===== src/rtl/idex_hazard_ctrl.sv =====
// ID/EX hazard controller: load-use stall, branch-annul bubble and multi-cycle mul/div hold,
// plus a saturating stall-cycle counter.
module idex_hazard_ctrl #(
  parameter int unsigned MD_LAT = 4
) (
  input  logic        clk,
  input  logic        reset,
  input  logic        id_valid,
  input  logic [4:0]  id_rs1,
  input  logic [4:0]  id_rs2,
  input  logic        id_use_rs1,
  input  logic        id_use_rs2,
  input  logic        id_muldiv,
  input  logic        ex_valid,
  input  logic [4:0]  ex_rd,
  input  logic        ex_load,
  input  logic        ex_annul,
  input  logic        stat_clr,
  output logic        pc_stall,
  output logic        ifid_stall,
  output logic        idex_bubble,
  output logic        idex_hold,
  output logic        md_busy,
  output logic [15:0] stall_count
);

  typedef enum logic {StRun, StMdBusy} state_e;

  state_e      state_q, state_d;
  logic [3:0]  md_cnt_q, md_cnt_d;
  logic [15:0] stall_count_q, stall_count_d;
  logic        load_use;

  // %g0 never carries a dependency, so ex_rd == 0 can never hazard.
  assign load_use = id_valid & ex_valid & ex_load & (ex_rd != 5'd0) &
                    ((id_use_rs1 & (id_rs1 == ex_rd)) | (id_use_rs2 & (id_rs2 == ex_rd)));

  always_comb begin
    state_d     = state_q;
    md_cnt_d    = md_cnt_q;
    pc_stall    = 1'b0;
    ifid_stall  = 1'b0;
    idex_bubble = 1'b0;
    idex_hold   = 1'b0;
    md_busy     = 1'b0;
    unique case (state_q)
      StRun: begin
        if (ex_annul) begin
          idex_bubble = 1'b1;
        end else if (load_use) begin
          pc_stall    = 1'b1;
          ifid_stall  = 1'b1;
          idex_bubble = 1'b1;
        end else if (id_valid && id_muldiv) begin
          // Issue cycle counts as the first EX cycle; busy covers the remaining MD_LAT-1.
          state_d  = StMdBusy;
          md_cnt_d = 4'(MD_LAT - 2);
        end
      end
      StMdBusy: begin
        pc_stall   = 1'b1;
        ifid_stall = 1'b1;
        idex_hold  = 1'b1;
        md_busy    = 1'b1;
        if (md_cnt_q == 4'd0) begin
          state_d = StRun;
        end else begin
          md_cnt_d = md_cnt_q - 4'd1;
        end
      end
      default: state_d = StRun;
    endcase
  end

  always_comb begin
    stall_count_d = stall_count_q;
    if (stat_clr) begin
      stall_count_d = 16'd0;
    end else if (pc_stall && (stall_count_q != 16'hFFFF)) begin
      stall_count_d = stall_count_q + 16'd1;
    end
  end

  always_ff @(posedge clk or negedge reset) begin
    if (!reset) begin
      state_q       <= StRun;
      md_cnt_q      <= 4'd0;
      stall_count_q <= 16'd0;
    end else begin
      state_q       <= state_d;
      md_cnt_q      <= md_cnt_d;
      stall_count_q <= stall_count_d;
    end
  end

  assign stall_count = stall_count_q;

endmodule


===== config.mk =====
export PLATFORM = sky130hd
export DESIGN_NAME = idex_hazard_ctrl
export DESIGN_NICKNAME = d
export VERILOG_FILES = /design/src/rtl/idex_hazard_ctrl.sv
export SDC_FILE = /design/constraint.sdc
export NUM_CORES = 1
export LEC_CHECK = 0
export ABC_AREA = 1
export BUFFER_PORTS_ARGS = -buffer_cell sky130_fd_sc_hd__buf_2
export CORE_MARGIN = 1.5
export CORE_UTILIZATION = 35
export DETAILED_ROUTE_END_ITERATION = 12
export PLACE_DENSITY_LB_ADDON = 0.12
export SLEW_MARGIN = 20
export SYNTH_ARGS = -nofsm -noshare
export SYNTH_HDL_FRONTEND = slang
export SYNTH_SLANG_ARGS = --single-unit

===== constraint.sdc =====
create_clock -name clk -period 2.2 [get_ports clk]
set_input_delay 0.11 -clock clk [delete_from_list [all_inputs] [get_ports clk]]
set_output_delay 0.11 -clock clk [all_outputs]
set_load 0.03 [all_outputs]

---- Word level (Yosys, flattened, before mapping) ----
Cells that the tools add are included.
cells by class
  $add $sub $neg .......................... 2
  equal/unequal tests ..................... 7
  multiplexer cells ....................... 18
  bitwise gates (word level) .............. 8
  reduce and logical (&&, ||, !) cells .... 6
operators by type and width
  operator                                                            count
  16-bit two-way mux                                                  2
  16-bit by 1-bit adder with 16-bit output, second input constant     1
  4-bit two-way mux                                                   4
  16-bit inequality test, second input constant                       1
  5-bit == test                                                       2
  1-bit two-way mux                                                   9
  2-bit inequality test, second input constant                        4
  4-bit one-hot mux with 2 select lines                               1
  1-bit AND                                                           6
  5-bit nonzero test                                                  1
  4-bit zero test                                                     1
  1-bit one-hot mux with 2 select lines                               2
  4-bit AND reduction                                                 1
  4-bit by 1-bit subtractor with 4-bit output, second input constant  1
  1-bit logical AND                                                   2
  2-bit nonzero test                                                  1
  1-bit NOT                                                           1
  1-bit bitwise OR                                                    1
storage, ports and cells
  bits in registers ....................... 21
  input bits .............................. 25
  output and inout bits ................... 21
  logic and storage cells ................. 44

---- Depth between registers and ports, before layout ----
Gate-level depths: netlist of the first run.
  depth in word-level cells ............... 10
  depth in mapped cells ................... 12
  gate-level depth less buffers ........... 11

---- Worst setup path before layout of the first run ----
No wires, ideal clock.
  kind .................................... reg2reg
  from .................................... register stall_count_q[1] (netlist: stall_count[1])
  to ...................................... register stall_count_q[5] (netlist: stall_count[5])
  setup time .............................. 0.066 ns
  arrival time ............................ 1.860 ns
  data required time ...................... 2.134 ns
  setup slack ............................. 0.274 ns
  stages on the path, launching flop included .. 13
  buffers on the path ..................... 1
  clock period less this slack ............ 1.926 ns
  path through ............................ dfrtp_1 ha_1 nand2_1 nor2_2 nand2_2 nor2_4 nand2_2 nor2_4 nand3_4 nand2_4 buf_12 nand3_1 nand2_1
on the way
  cells in the longest elaborated chain, start to end .. 3
  elaborated cells between the ends (all ways) .. 6
ends and longest elaborated chain
  what                                                                                RTL line  text
  start: declaration                                                                  31        logic [15:0] stall_count_q, stall_count_d;
  start signal: assignment                                                            92        stall_count_q <= stall_count_d;
  16-bit by 1-bit adder with 16-bit output or 16-bit inequality test (tied branches)  80, 79
  16-bit two-way mux or 1-bit logical AND (tied branches)                             79        end else if (pc_stall && (stall_count_q != 16'hFFFF)) begin
  16-bit two-way mux or 2-bit nonzero test (tied branches)                            --
Several ways; a longest one is shown, not always the timed one. The select of a mux whose other input is x is not followed.
A chain may end at the register's enable or synchronous reset.

---- Final worst setup path of the first run ----
  from .................................... register stall_count_q[0] (netlist: stall_count[0])
  to ...................................... register stall_count_q[15] (netlist: stall_count[15])
The elaborated chain is that of the path after synthesis.

==> results of run 1 <==
[registers in the layout, summed over array words and instances, names as in the netlist]
signal and cells:
md_cnt_q 4, state_q 1, stall_count 16
[cell families after synthesis]
family / Yosys count
AOI/OAI and AO/OA: 9
xor gates and xnor gates: 11
adders and majority gates: 3
buffers and inverters: 53
DFF: 21
and+or+nand+nor: 153
[layout make-up]
class	count	area (um2)	share of cell area
multi-input combinational	176	918	0.468
sequential	21	526	0.268
timing repair buffer	47	243	0.124
inverter	44	165	0.0841
tap	54	67.6	0.0344
clock buffer	4	45.0	0.0229
[through the flow]
step / hold WS [ns] / setup WS (ns) / util / cells / area [um2]
5_1_grt: 0.391 / 0.0412 / 0.419 / 346 / 1960
4_1_cts: 0.346 / 0.243 / 0.419 / 346 / 1960
6_report: 0.332 / 0.262 / 0.419 / 346 / 1960
3_5_place_dp: 0.102 / 0.269 / 0.407 / 341 / 1910
3_3_place_gp: 0.101 / 0.310 / 0.407 / 341 / 1910
2_1_floorplan: -0.186 / 0.274 / - / 250 / 1700
[report_power, final]
| group | leakage (nW) | internal (mW) | switching, mW |
|---|---|---|---|
| sequential | 0.286 | 0.430 | 0.0474 |
| clock | 0.0228 | 0.129 | 0.126 |
| combinational | 0.898 | 0.130 | 0.271 |
[metal layers]
metal,GRT usage,share of wire,up-vias
li1,-,-,876
met1,0.219,0.51,683
met2,0.261,0.43,33
met3,0.0331,0.048,6
met4,0.0377,0.011,0
met5,0,0,-
[worst min path at each step]
stage / endpoint / start
2_1_floorplan: md_cnt_q[0] / reset
3_3_place_gp: stall_count[9] / reset
3_5_place_dp: stall_count[9] / reset
4_1_cts: stall_count[13] / reset
5_1_grt: stall_count[9] / reset
6_report: stall_count[10] / reset
[critical path, delay by kind of cell (launching register included)]
kind | cells | cell delay [ns]
and+or+nand+nor | 10 | 1.23
DFF | 1 | 0.43
adders and majority gates | 1 | 0.21
[repair_timing]
action                                 4_1_cts  5_1_grt
hold buffers                                 1        0
endpoints found under the hold margin       21        0
setup endpoints to repair                    0        0
[cell usage after synthesis (3+ instances only)]
cell	count
o21ai_0	3
xor2_1	9
ha_1	3
nand2_2	3
dfrtp_1	21
a21oi_1	3
nand2_1	67
nand3_1	29
nand4_1	21
nor2_1	22
inv_1	44
==> results.txt, run 1 <==
- Result of the run: complete, no violations
- Avg Synthesized Cell Area: 6.79 um2
- The worst register-to-register path has a setup slack of roughly 0.26 ns.
- From bottom edge to top edge, the die measures 72.7 um.
* Synth Area in Adders: 0.0221
- Final Cycle Share: 0.881
* Worst-margin pin slew: 0.472 ns
* Mapped Cells: 250
* Number of I/O pins: 46
- Post-synthesis net count: approximately 280
- Cell-by-cell listing of the critical path: ha_1 -> nand2_1 -> nor2_2 -> nand2_2 -> nor2_4 -> nand2_2 -> nor2_4 -> nand3_4 -> nand2_4 -> nand3_1 -> nand2_1
- Peak per-stage delay on the critical path: around 0.43 ns
* Sum of routed wire length over all layers: 3.76 mm
- Library cell used as clock root buffer: clkbuf_8
- Entering global routing, the biggest net connects 33 pins.
* RSZ-0062 raised after global routing: no
* Share of Yosys cell area claimed by the top area cell type: 0.310
* Highest-count cells in the layout ignoring fill and taps: nand2_1, buf_2, inv_1, nand3_1, nor2_1
- In this run the tool buffered the top-level ports with 45 buffer cells.
- Count of distinct cell types in the synthesized netlist: 31
- The post-synthesis compound-gate area fraction is 0.0310.
- In the final routed layout, each cell accounts on average for 10.9 um.
- Standard-cell rows: 25
* Aggregate global routing overflow: 0
* Arrival time at the worst endpoint: 2.14 ns
- The repair_antennas step left the layout with diodes totalling 0.
* Most frequent standard cell in the layout excluding fill and tap cells: nand2_1
- Warnings, synthesis: 0
- Total count of hold-check failures in the final report: 0
* Number of antenna-violating nets in the routed design: 0
- Maximum count of clock buffers along a single path: 2
* Proportion of register bits with asynchronous set or reset after synthesis: 1.00
- Counting the buffers created by CTS gives 3.
- For this run, design rule violations remaining after detail routing come to 0.
* Power density of the placed cells: about 580 nW/um2
- Critical path fanouts, max: 17
- In the routed layout, each cell is associated on average with a via count of around 4.6.
- Area added between synthesis and finish: 15.7%
- For this run, the total global-route usage over all layers was measured as 0.161.
- Layout Skew: just under 0.004 ns
- Most used DFF post-synth: dfrtp_1
* Proportion of layout cells with a drive suffix above 1: 0.205
- The startpoint identified for the worst register-to-register timing path is stall_count[0].
* Fin crit period: 1.94 ns
* Destination of the critical timing path: stall_count[15]
* Final GP Congestion: 0.829
* Number of synthesized flops with an enable pin: 0
- Reported max-cap violation count: 0
* Simple logic cell fraction of the synthesized area: 0.431
- Sort of element at the start of the critical path: flip-flop
* Type of destination of the critical path: flip-flop
- For this run, the detailed router's first-pass iteration total came to 4.
* Placeable Area: 4690 um2
* Number of global-route vias before repair: 1509
* Starting density of the core: 0.362
- Clock-pin slew was measured on the worst setup and hold paths at 0.08 ns.
- Remaining max-slew budget at the tightest pin: 0.686
- For the worst flop-to-flop path, the logic depth is 11.
- For the final routed database, the setup TNS stands at 0 ns.
- The detailed router finished its first iteration with between 70 and 80 violations.
- Setup Buffers After CTS: 0
* Count of final setup violators: 0
* Clk Latency, worst-skew pair: 0.26 ns
- Number of synthesized register bits: 21
- Cell with the biggest individual delay on the critical path: dfrtp_1
- HPWL after detailed placement: 2.82 mm
* Maximum VDD drop: 381 uV
* Leakage dissipation: 1.21 nW
* Highest Clock Rate: 0.516 GHz
* CP Class: reg2reg
- The first global-routing pass estimated 6.80 mm of wire.
- Tracing the worst setup path back leads to its startpoint at stall_count[0].
* Endpoint required time on the critical path: between 2 and 2.5 ns
- The final layout contains 321 nets.
- Clock tree from TritonCTS: done
- Largest family of logic cells by synthesized area: simple AND/OR/NAND/NOR gates
* Antenna violations before repair: 0
- Share of the synthesized netlist area taken by xor and xnor gates: 0.0567
- In this run the number of H-tree levels came out at 1.
- Fill cells in the final layout number 530.
- Summing over every cut layer, the via total after detailed routing is between 1.5k and 2k.
- The die is 72.7 um wide.
- Kind of path behind the tightest hold check: in2async
- Area leader, netlist: dfrtp_1
- Leading cell types by total area after synthesis: dfrtp_1, nand2_1, inv_1
- After synthesis the cells add up to 1700 um2.
* Multiplexer area fraction after synthesis: 0
* Post-cts gate resize count: 0
* TritonCTS sink count: 21
* Total die area: 5280 um2
* Post-route total power: 1.13 mW
- In this run the critical register-to-register path is captured at stall_count[15].
* Sequential element share of the synthesized area: 0.310
- The max-slew violation total from the final report came to 0.
Note: power is estimated with default switching activity, not from simulation.
==> run 2: changes to the inputs <==
CORE_ASPECT_RATIO = 1.25   (was default)
RECOVER_POWER = 100   (was default)
==> run 2 against run 1 <==
  * Count of clock-buffer cells in the layout fell by 1
  * Cell count rose by 1.7%
  * Setup slack improved by 0.014 ns
  * Global-route usage fell by 1.3 points
  * Cell area fell by 1.1%
  * Largest cell class unchanged
  * Highest routed layer unchanged
==> results.txt, run 2 (synthesis gave the netlist of run 1 again) <==
* Arrival time at the worst endpoint: 2.12 ns
- Largest net degree at the start of global routing: 33
- In the routed design, unresolved DRC markers number 0.
- Die span in x: 65.3 um
- The die covers 5280 um2.
- The number of global-route vias before repair came to approximately 1.4k.
* Final slew viol count: 0
* Maximum count of clock buffers along a single path: 2
* First-pass iteration count of the detailed router: 4
* Clk Latency, worst-skew pair: 0.26 ns
- Average vias per placed instance: 4.51
- Global-route usage over all layers: 0.147
* Placed Instance Area: between 1500 and 2000 um2
- Across all layers, the routed design uses 1586 vias.
* Type of destination of the critical path: flip-flop
- Final Cycle Share: 0.875
- Starting density of the core: 0.362
- Total Neg Setup Slack: 0 ns
- Standard-cell rows: 28
- Hold is met by roughly 0.37 ns.
- In this run the power density over the cells is slightly below 600 nW/um2.
- Number of cells after detailed placement: 347
- Initial drt markers: 41
- In the final layout, the share of cells above drive strength 1 is 0.130.
* Diodes inserted: 0
- The library cells used most frequently in the layout, excluding fill and tap cells, are nand2_1, inv_1, nand3_1, buf_2, nor2_1.
- Antenna violations before repair: 0
* Clock buffers created by TritonCTS: 3
- TritonCTS sink count: 21
- Cell area after layout: about 1900 um2
- The run finished with clean final reports.
* Sort of element at the start of the critical path: flip-flop
- Gates resized during post-CTS repair numbered 0.
* Final GP Congestion: 0.736
* Remaining max-slew budget at the tightest pin: 0.192
* Clock-pin slew of the registers on the worst-case setup and hold paths: 0.08 ns
- Static timing analysis puts the maximum clock frequency at 0.520 GHz.
- The register with the most flip-flops in the layout has 16 of them.
- # fillers: 523
- At the pin with the least slew margin, the transition time is 1.21 ns.
- Setup violations remaining at the end of the flow were counted as 0.
- After layout, the minimum clock period comes to 1.92 ns.
* Library cell used as clock root buffer: clkbuf_8
* CP Class: reg2reg
- Final instance count without filler cells: 352
- Kind of path behind the tightest hold check: in2reg
- Across the run, the number of max-cap violations was 0.
* Aggregate global routing overflow: 0
- Placeable Area: 4690 um2
- The floorplan step set the die height to roughly 81 um.
- The hold violation total from the final report came to 0.
- In this run the tool buffered the top-level ports with 45 buffer cells.
- Most frequent standard cell in the layout excluding fill and tap cells: nand2_1
- H-tree depth: 1
* Routed wire length per instance: 10.9 um
* Number of antenna-violating nets in the routed design: 0
- During I/O placement, the number of pins put on the boundary was 46.
- The first global-routing pass estimated 6.22 mm of wire.
- Maximum VDD drop: 199 uV
- Setup repair after global routing left no endpoint under its margin.
- TritonCTS built the clock tree.
* Layout Nets: 321
- Area added between synthesis and finish: 14.4%
- Leakage dissipation: between 1 and 1.5 nW
- Endpoint required time on the critical path: 2.40 ns
* Critical path fanouts, max: 17
- HPWL after detailed placement: 2.81 mm
- For this run, the share of the core covered by cells in the final layout is 0.414.
- Layout Skew: 0.00389 ns
* Sum of routed wire length over all layers: between 3 and 4 mm
-- run 2: cell types whose count changed in the layout (fill, tap and decap cells not counted) --
cell | previous run | this run
nand2_1 | 67 | 68
nand2_2 | 3 | 2
nor2_2 | 1 | 0
clkinv_2 | 0 | 1
buf_2 | 45 | 24
nor2_1 | 22 | 23
clkbuf_1 | 1 | 21
-- run 2: stage by stage --
| stage | setup slack, ns | power [mW] |
|---|---|---|
| after floorplan | 0.274 | 0.820 |
| after global placement | 0.318 | 0.889 |
| after detailed placement | 0.290 | 0.896 |
| after CTS | 0.260 | 1.16 |
| after global routing | 0.0620 | 1.23 |
| final | 0.276 | 1.13 |
-- run 2: path summary, 6_finish.rpt --
| kind | startpoint | end | slack, ns | cells past startpoint |
|---|---|---|---|---|
| min in group asynchronous | reset | stall_count[7] | 0.63 | 2 |
| max in group asynchronous | reset | stall_count[8] | 0.85 | 2 |
| setup reg to reg | stall_count[0] | stall_count[0] | 0.28 | 11 |
| hold reg to reg | md_cnt_q[0] | md_cnt_q[0] | 0.51 | 1 |
| hold / removal | stat_clr | stall_count[1] | 0.37 | 5 |
| setup / recovery | stall_count[0] | stall_count[0] | 0.28 | 11 |
-- run 2: critical path: stages, from the launching register on --
cell     delay [ns]
dfrtp_1        0.41
ha_1           0.20
nand2_1        0.08
nor2_1         0.13
nand2_2        0.12
nor2_4         0.12
nand2_2        0.07
nor2_4         0.10
nand3_4        0.19
nand2_4        0.26
nand3_1        0.10
nand2_1        0.07
-- run 2: cell type report --
| class | instances | area (um2) | share of cell area |
|---|---|---|---|
| well taps | 60 | 75.1 | 0.0387 |
| repair buffers | 47 | 216 | 0.111 |
| clock buffers | 3 | 41.3 | 0.0213 |
| clock inverters | 1 | 5.00 | 0.00258 |
| inverters | 44 | 165 | 0.0851 |
| flip-flops and latches | 21 | 526 | 0.271 |
| multi-input cells | 176 | 913 | 0.470 |
-- run 2: what timing repair did --
item | in CTS | in global routing
buffers inserted | 0 | 0
hold buffers | 1 | 0
endpoints found under the hold margin | 21 | 0
endpoints found under the setup margin | 0 | 0
-- run 2: power breakdown --
group	switching, mW	total [mW]	internal, mW
Sequential	0.0450	0.475	0.430
Clock	0.129	0.255	0.126
Combinational	0.277	0.398	0.122
-- run 2: layer usage --
layer,global-route usage,vias up,share of wire
met4,0.0375,0,0.0097
met3,0.0180,4,0.040
met1,0.184,672,0.48
met2,0.268,32,0.47
met5,0,-,0
li1,-,878,-
